## config.mk

```make
export PLATFORM = sky130hd
export DESIGN_NAME = fpacc_ctrl
export DESIGN_NICKNAME = d
export VERILOG_FILES = /design/src/rtl/fpacc_ctrl.sv
export SDC_FILE = /design/constraint.sdc
export NUM_CORES = 1
export LEC_CHECK = 0
export ABC_CLOCK_PERIOD_IN_PS = 3200
export BUFFER_PORTS_ARGS = -buffer_cell sky130_fd_sc_hd__buf_2
export CAP_MARGIN = 40
export CORE_ASPECT_RATIO = 0.9
export CORE_UTILIZATION = 52
export CTS_BUF_LIST = sky130_fd_sc_hd__clkbuf_16
export DETAILED_ROUTE_END_ITERATION = 12
export PLACE_DENSITY = 0.83
export SLEW_MARGIN = 20
export SYNTH_ARGS = -nofsm -noshare
export SYNTH_HDL_FRONTEND = slang
export SYNTH_SLANG_ARGS = --single-unit
```

## constraint.sdc

```tcl
create_clock -name clk_x40 -period 3.2 [get_ports clk_x40]
set_input_delay 0.8 -clock clk_x40 [delete_from_list [all_inputs] [get_ports clk_x40]]
set_output_delay 0.8 -clock clk_x40 [all_outputs]
set_load 0.05 [all_outputs]
```

## src/rtl/fpacc_ctrl.sv

```systemverilog
// fpacc_ctrl: sequences a stream of IEEE-754 single operands through an
// external combinational fp adder, accumulating N operands into one result.
// Zero operands and loads into an empty accumulator bypass the adder.
module fpacc_ctrl #(
    parameter int CNT_W = 8
) (
    input  logic             clk_x40,
    input  logic             rstn_x40,
    input  logic             start_x40,
    input  logic [CNT_W-1:0] len_x40,
    input  logic             in_valid_x40,
    input  logic [31:0]      in_data_x40,
    output logic             in_ready_x40,
    output logic [31:0]      add_a_x40,
    output logic [31:0]      add_b_x40,
    input  logic [31:0]      add_sum_x40,
    output logic             out_valid_x40,
    output logic [31:0]      out_data_x40,
    input  logic             out_ready_x40,
    output logic             busy_x40
);

    typedef enum logic [1:0] {
        S_IDLE,
        S_ACCEPT,
        S_ADD,
        S_DONE
    } state_t;

    state_t           state_q, state_d;
    logic [31:0]      acc_q, acc_d;
    logic [31:0]      b_reg_q, b_reg_d;
    logic [CNT_W-1:0] remaining_q, remaining_d;
    logic             first_q, first_d;

    logic acc_zero;
    logic op_zero;
    logic last_op;

    assign acc_zero = (acc_q[30:0] == 31'd0);
    assign op_zero  = (in_data_x40[30:0] == 31'd0);
    // remaining is never 0 while accepting, so the decrement cannot wrap.
    assign last_op  = (remaining_q == CNT_W'(1));

    // Next-state and datapath update for the accumulation sequence.
    always_comb begin
        // NOTE: every _d gets its hold value first so no path leaves it
        // unassigned, which would otherwise infer a latch.
        state_d     = state_q;
        acc_d       = acc_q;
        b_reg_d     = b_reg_q;
        remaining_d = remaining_q;
        first_d     = first_q;

        unique case (state_q)
            S_IDLE: begin
                if (start_x40) begin
                    remaining_d = len_x40;
                    if (len_x40 == '0) begin
                        acc_d   = 32'd0;
                        state_d = S_DONE;
                    end else begin
                        first_d = 1'b1;
                        state_d = S_ACCEPT;
                    end
                end
            end
            S_ACCEPT: begin
                if (in_valid_x40) begin
                    remaining_d = remaining_q - CNT_W'(1);
                    first_d     = 1'b0;
                    if (first_q || acc_zero) begin
                        acc_d   = in_data_x40;
                        state_d = last_op ? S_DONE : S_ACCEPT;
                    end else if (op_zero) begin
                        state_d = last_op ? S_DONE : S_ACCEPT;
                    end else begin
                        b_reg_d = in_data_x40;
                        state_d = S_ADD;
                    end
                end
            end
            S_ADD: begin
                acc_d   = add_sum_x40;
                state_d = (remaining_q == '0) ? S_DONE : S_ACCEPT;
            end
            S_DONE: begin
                if (out_ready_x40) state_d = S_IDLE;
            end
            default: state_d = S_IDLE;
        endcase
    end

    // State register with synchronous reset taking priority over all updates.
    always_ff @(posedge clk_x40) begin
        // NOTE: sequential state uses non-blocking assignments so every flop
        // samples the pre-edge values regardless of statement order.
        if (!rstn_x40) begin
            // NOTE: all registers here are control/datapath flops, not a memory
            // array, so each one is cleared to give defined outputs in reset.
            state_q     <= S_IDLE;
            acc_q       <= 32'd0;
            b_reg_q     <= 32'd0;
            remaining_q <= '0;
            first_q     <= 1'b0;
        end else begin
            state_q     <= state_d;
            acc_q       <= acc_d;
            b_reg_q     <= b_reg_d;
            remaining_q <= remaining_d;
            first_q     <= first_d;
        end
    end

    assign in_ready_x40  = (state_q == S_ACCEPT);
    assign out_valid_x40 = (state_q == S_DONE);
    assign busy_x40      = (state_q != S_IDLE);
    assign out_data_x40  = acc_q;
    assign add_a_x40     = acc_q;
    assign add_b_x40     = b_reg_q;

endmodule

```

# Yosys cells after proc, flatten, opt, wreduce, memory -nomap -nowiden
# Cells that the tools add are included.
[totals]
elab_cells = 53
out_inout_bits = 99
input_bits = 77
reg_bits = 75
[op_classes]
addsub = 1
n_bitwise = 2
mux = 21
eq_ne = 10
n_reduce_logical = 14
[op_table]
columns = ["op", "count"]
rows = [
  ["2-to-1 mux 32 bit", 4],
  ["one-hot mux 32 bit (3 select lines)", 1],
  ["zero test 31 bit", 2],
  ["zero test 8 bit", 2],
  ["2-to-1 mux 2 bit", 8],
  ["2-to-1 mux 8 bit", 2],
  ["one-hot mux 8 bit (2 select lines)", 1],
  ["equality test 8 x 1 -> 1 bit (second input constant)", 1],
  ["!= test 2 bit (second input constant)", 4],
  ["one-hot mux 2 bit (4 select lines)", 1],
  ["AND reduction 4 bit", 2],
  ["subtractor 8 x 1 -> 8 bit (second input constant)", 1],
  ["AND reduction 3 bit", 2],
  ["AND reduction 5 bit", 1],
  ["equality test 2 bit (second input constant)", 2],
  ["!= test 2 x 1 -> 1 bit (second input constant)", 2],
  ["nonzero test 2 bit", 2],
  ["2-to-1 mux 1 bit", 3],
  ["nonzero test 3 bit", 1],
  ["equality test 2 x 1 -> 1 bit (second input constant)", 1],
  ["zero test 2 bit", 1],
  ["inverter 1 bit", 2],
  ["one-hot mux 1 bit (2 select lines)", 1],
  ["logical OR 1 bit", 1],
]

# Longest topological paths before layout
[depth]
depth_word = 6
depth_mapped = 9
depth_no_buf = 7

# Least setup slack after synthesis
# OpenSTA, ideal clock, no wires.
[synth_timing]
path_kind = "flip-flop to flip-flop"
start = "reg state_q[1]"
end = "reg remaining_q[3]"
arrival_time_ns = 2.113
stages_incl_launch_ff = 10
n_path_buf = 2
path_slack_ns = 0.969
required_time_ns = 3.081
period_less_slack_ns = 2.231
setup_ns = 0.119
path_cell_list = "dfxtp_1 > inv_1 > ha_1 > clkbuf_1 > nand2b_1 > o211ai_1 > clkbuf_1 > a21oi_1 > o22ai_1 > nor2_1"
[synth_between]
elab_chain_cells = 3
elab_cells_between_ends = 7
cone_classes = "3 x eq/ne; 1 x mux; 3 x reduce/logical"
[synth_lines]
columns = ["item", "line", "text"]
rows = [
  ["start: declaration", "30", "state_t state_q, state_d;"],
  ["start signal: assignment", "107", "state_q <= state_d;"],
  ["equality test 2 x 1 -> 1 bit *", "--", ""],
  ["via in_ready_x40", "13", "output logic in_ready_x40,"],
  ["!= test 2 bit (no line) / nonzero test 2 bit (equally long branches)", "--", ""],
  ["AND reduction 3 bit (no line)", "--", ""],
  ["end signal: assignment", "110", "remaining_q <= remaining_d;"],
  ["end: declaration", "33", "logic [CNT_W-1:0] remaining_q, remaining_d;"],
]
# The timed path passes the listed nets; every way through them passes the cells marked *.
# A chain may end at the register's enable or synchronous reset.

# Worst setup path after layout
[layout_timing]
start = "reg state_q[1]"
end = "reg b_reg_q[29], in the netlist add_b_x40[29]"
[layout_between]
elab_chain_cells = 2
[layout_lines]
columns = ["item", "line", "text"]
rows = [
  ["equality test 2 x 1 -> 1 bit", "55", "unique case (state_q)"],
  ["AND reduction 4 bit (no line)", "--", ""],
  ["end signal: assignment", "109", "b_reg_q <= b_reg_d;"],
  ["end: declaration", "32", "logic [31:0] b_reg_q, b_reg_d;"],
]
# No other way between the ends.

==> qor.tcl <==
set qor(final_layout_size_suffix_gt1_share_pct) 33.3
set qor(setup-violations-final) 0
set qor(synth-edff-count) 0
set qor(critical_path.n_buffers_inverters) 3
set qor(first_global_vias) 3644
set qor(initialDrtViolationCount) 183
set qor(total_congestion_overflow) 0
set qor(crit_chain) {inv_1, ha_2, buf_4, nand2_1, nor3_4, buf_4, mux2i_1}
set qor(synth_fp_nets) 564
set qor(dieWidth_um) 94.8
set qor(delay_of_the_slowest_cell_on_the_worst_path_ns) 0.48
set qor(setup.worst_path.class) {register to register}
set qor(cts_post_setup_buffers_inserted) 0
set qor(gr-usage-all-layers_pct) 29.2
set qor(die-height_um) 85.5
set qor(timing.hold.worst.start) {add_b_x40[27]$_SDFFE_PN0P_}
set qor(total_power_divided_by_cell_area_nw_per_um2) 892
set qor(slew_headroom_pct) 54.6
set qor(p_leak_nw) 2.45
set qor(drt-total-wl_um) 11600
set qor(postSynthCellCount) 479
set qor(port-buffer-count) 175
set qor(gp_congestion) 0.985
set qor(tritoncts.num_buffers) 9
set qor(ios) 176
set qor(slowest_stage) {sky130_fd_sc_hd__buf_4}
set qor(fin_nets) 693
set qor(fin_crit_ns) 2.50
set qor(cts_hold_repair_buffers) 0
set qor(post_cts_resize_count) 0
set qor(final-hold-violation-count) 0
set qor(drv_slew) 0
set qor(fp.coreArea_um2) 7510
set qor(worst_reg2reg_path_depth) 7
set qor(skew_ns) 0.00613
set qor(status) {finished clean}
set qor(timing.hold.worst_endpoint) {add_b_x40[27]$_SDFFE_PN0P_}
set qor(post_drt_via_cell_ratio) 5.56
set qor(synth.lib_cells_used.distinct) 45
set qor(yosys.area.top_type_share_pct) 37.2
set qor(die-area_um2) 8110
set qor(floorplan.initialDensity_pct) 53.7
set qor(row_count) 30
set qor(synthesis.yosys.warnings) 0
set qor(path_delay_family) {buffers and inverters}
set qor(fmax_ghz) 0.400
set qor(grt_setup_unrepaired) {no}
set qor(clk_transition_reported_paths_ns) 0.06
set qor(placed_cell_area_um2) 4720
set qor(areaGrowthSynthToFinish_pct) 25.3
set qor(drc) 0
set qor(htree_levels) 3
set qor(worst_r2r_startpoint) {state_q[1]$_SDFFE_PN0P_}
set qor(tightest_hold_check_type) {register to register}
set qor(dp_worst_setup_slack_ns) 0.648
set qor(cts.sinks) 75
set qor(via_count) 3938
set qor(drv_cap) 0
set qor(clk_root_buffer_cell) {sky130_fd_sc_hd__clkbuf_16}
set qor(setup_total_negative_slack_ns) 0
set qor(worst_setup_path_start_kind) {register}
set qor(max-vdd-ir-drop_uv) 449
set qor(worst-r2r-setup-slack_ns) 0.70
set qor(cts.path.max_buffers) 2
set qor(worstHoldPathCells) 2
set qor(synth-seq-area-share_pct) 37.2
set qor(dp.final_hpwl_um) 8780
set qor(synth_ff_type) {sky130_fd_sc_hd__dfxtp_1}
set qor(ys_seq_elements) 75
set qor(cp-end-kind) {register}
set qor(synthesis.area_per_instance_um2) 8.42
set qor(synth_common_cells) {sky130_fd_sc_hd__nand2_1 (133), sky130_fd_sc_hd__dfxtp_1 (75), sky130_fd_sc_hd__mux2i_1 (64)}
set qor(grt_first_pass_wirelength_um) 18100
set qor(grt_start_max_net_pins) 69
set qor(cp_max_fo) 35
set qor(cp_arrival_ns) 2.75
set qor(dr.pass1.iters) 5
set qor(worst_slew_pin_slew_ns) 0.681
set qor(async_reset_ff_share_pct) 0
set qor(num-fill-cells) 686
set qor(synth_largest_area_cell) {sky130_fd_sc_hd__dfxtp_1}
set qor(worst_r2r_endpoint) {add_b_x40[29]$_SDFFE_PN0P_}
set qor(netlist_area_before_placement_um2) 4030
set qor(cts_tree) {built}
set qor(ys_top_cells_by_area) {sky130_fd_sc_hd__dfxtp_1 (37%), sky130_fd_sc_hd__mux2i_1 (16%), sky130_fd_sc_hd__nand2_1 (12%), sky130_fd_sc_hd__a22o_1 (7.0%), sky130_fd_sc_hd__buf_4 (6.0%)}
set qor(ant_nets) 0
set qor(post-route-worst-setup-slack_ns) 0.701
set qor(clkLatencyLatePin_ns) 0.33
set qor(critical-path-top-cell-by-count) {sky130_fd_sc_hd__buf_4}
set qor(insertedDiodeCount) 0
set qor(crit_required_ns) 3.45
set qor(drt-wirelength-per-cell_um) 16.4
set qor(final_design_area_no_fill_um2) 5050
set qor(post-route-period-util_pct) 78.1
set qor(yosysMostFrequentCell) {sky130_fd_sc_hd__nand2_1}
set qor(antenna_found_initial) 0
==> registers in the layout, summed over array words and instances (netlist names) <==
signal       cells
add_b_x40       32
remaining_q      8
first_q          1
add_a_x40       32
state_q          2
==> metal layers <==
layer	up-vias	GRT usage (%)	share of wire [%]
met3	34	7.18	6.9
li1	1883	-	-
met1	1854	39.1	43
met2	167	45.0	47
met5	-	0	0
met4	0	12.1	3.3
==> worst max-delay path by stage <==
| stage | end | slack [ns] | cells past startpoint | start |
|---|---|---|---|---|
| 5_1_grt | add_b_x40[29]$_SDFFE_PN0P_ | 0.54 | 7 | state_q[1]$_SDFFE_PN0P_ |
| 3_5_place_dp | add_a_x40[11]$_SDFFE_PN0P_ | 0.65 | 7 | len_x40[2] |
| 6_report | add_b_x40[29]$_SDFFE_PN0P_ | 0.70 | 7 | state_q[1]$_SDFFE_PN0P_ |
| 4_1_cts | add_b_x40[29]$_SDFFE_PN0P_ | 0.75 | 7 | state_q[1]$_SDFFE_PN0P_ |
| 2_1_floorplan | remaining_q[3]$_SDFFE_PN0P_ | 0.97 | 9 | state_q[1]$_SDFFE_PN0P_ |
| 3_3_place_gp | add_a_x40[27]$_SDFFE_PN0P_ | 0.69 | 7 | len_x40[2] |
==> layout make-up <==
cell class / instances / area, µm² / area share [%]
Tap cell: 96 / 120 / 2.38
Sequential cell: 75 / 1500 / 29.7
Timing Repair Buffer: 182 / 948 / 18.8
Clock buffer: 9 / 225 / 4.46
Inverter: 9 / 33.8 / 0.669
Multi-Input combinational cell: 331 / 2120 / 41.9
Clock inverter: 6 / 105 / 2.08
==> report_power, final <==
part | total, mW | internal (mW) | switching, mW
clock | 1.12 | 0.751 | 0.371
combinational | 2.16 | 0.719 | 1.44
sequential | 1.22 | 1.09 | 0.134
total | 4.51 | 2.56 | 1.95
==> logic make-up after synthesis <==
logic type      synth area share, %
simple gates                   20.1
mux                            15.9
buf+inv                        10.4
compound gates                 13.8
flops                          37.2
fa+ha+maj                      2.48
==> cells in the final DEF, fill, tap and decap left out, types with 4 or more instances in the layout <==
cell type                   netlist  final
sky130_fd_sc_hd__a21oi_1         12     12
sky130_fd_sc_hd__a22o_1          32     32
sky130_fd_sc_hd__buf_2            3    175
sky130_fd_sc_hd__buf_4           32      5
sky130_fd_sc_hd__clkbuf_16        0      9
sky130_fd_sc_hd__dfxtp_1         75     75
sky130_fd_sc_hd__ha_1             8      7
sky130_fd_sc_hd__inv_1            8      8
sky130_fd_sc_hd__mux2i_1         64     64
sky130_fd_sc_hd__nand2_1        133    133
sky130_fd_sc_hd__nand4_1          5      5
sky130_fd_sc_hd__nor2_1          17     17
sky130_fd_sc_hd__nor3_1           5      5
sky130_fd_sc_hd__nor4_1          14     14
sky130_fd_sc_hd__o21ai_0          4      4
==> worst reg2reg max path: stages (launching register included) <==
cell and delay (ns):
sky130_fd_sc_hd__dfxtp_1 0.34, sky130_fd_sc_hd__inv_1 0.16, sky130_fd_sc_hd__ha_2 0.47, sky130_fd_sc_hd__buf_4 0.40
sky130_fd_sc_hd__nand2_1 0.15, sky130_fd_sc_hd__nor3_4 0.13, sky130_fd_sc_hd__buf_4 0.48, sky130_fd_sc_hd__mux2i_1 0.29
==> through the flow <==
step | utilization [%] | hold slack (ns) | std cells | power (mW)
floorplan | - | 0.453 | 479 | 2.99
global placement | 62.6 | 0.441 | 691 | 3.33
detailed placement | 62.9 | 0.444 | 693 | 3.38
CTS | 67.3 | 0.458 | 708 | 4.51
global route | 67.3 | 0.476 | 708 | 4.74
finish | 67.3 | 0.454 | 708 | 4.51
Power figures use the tool's default switching activity.
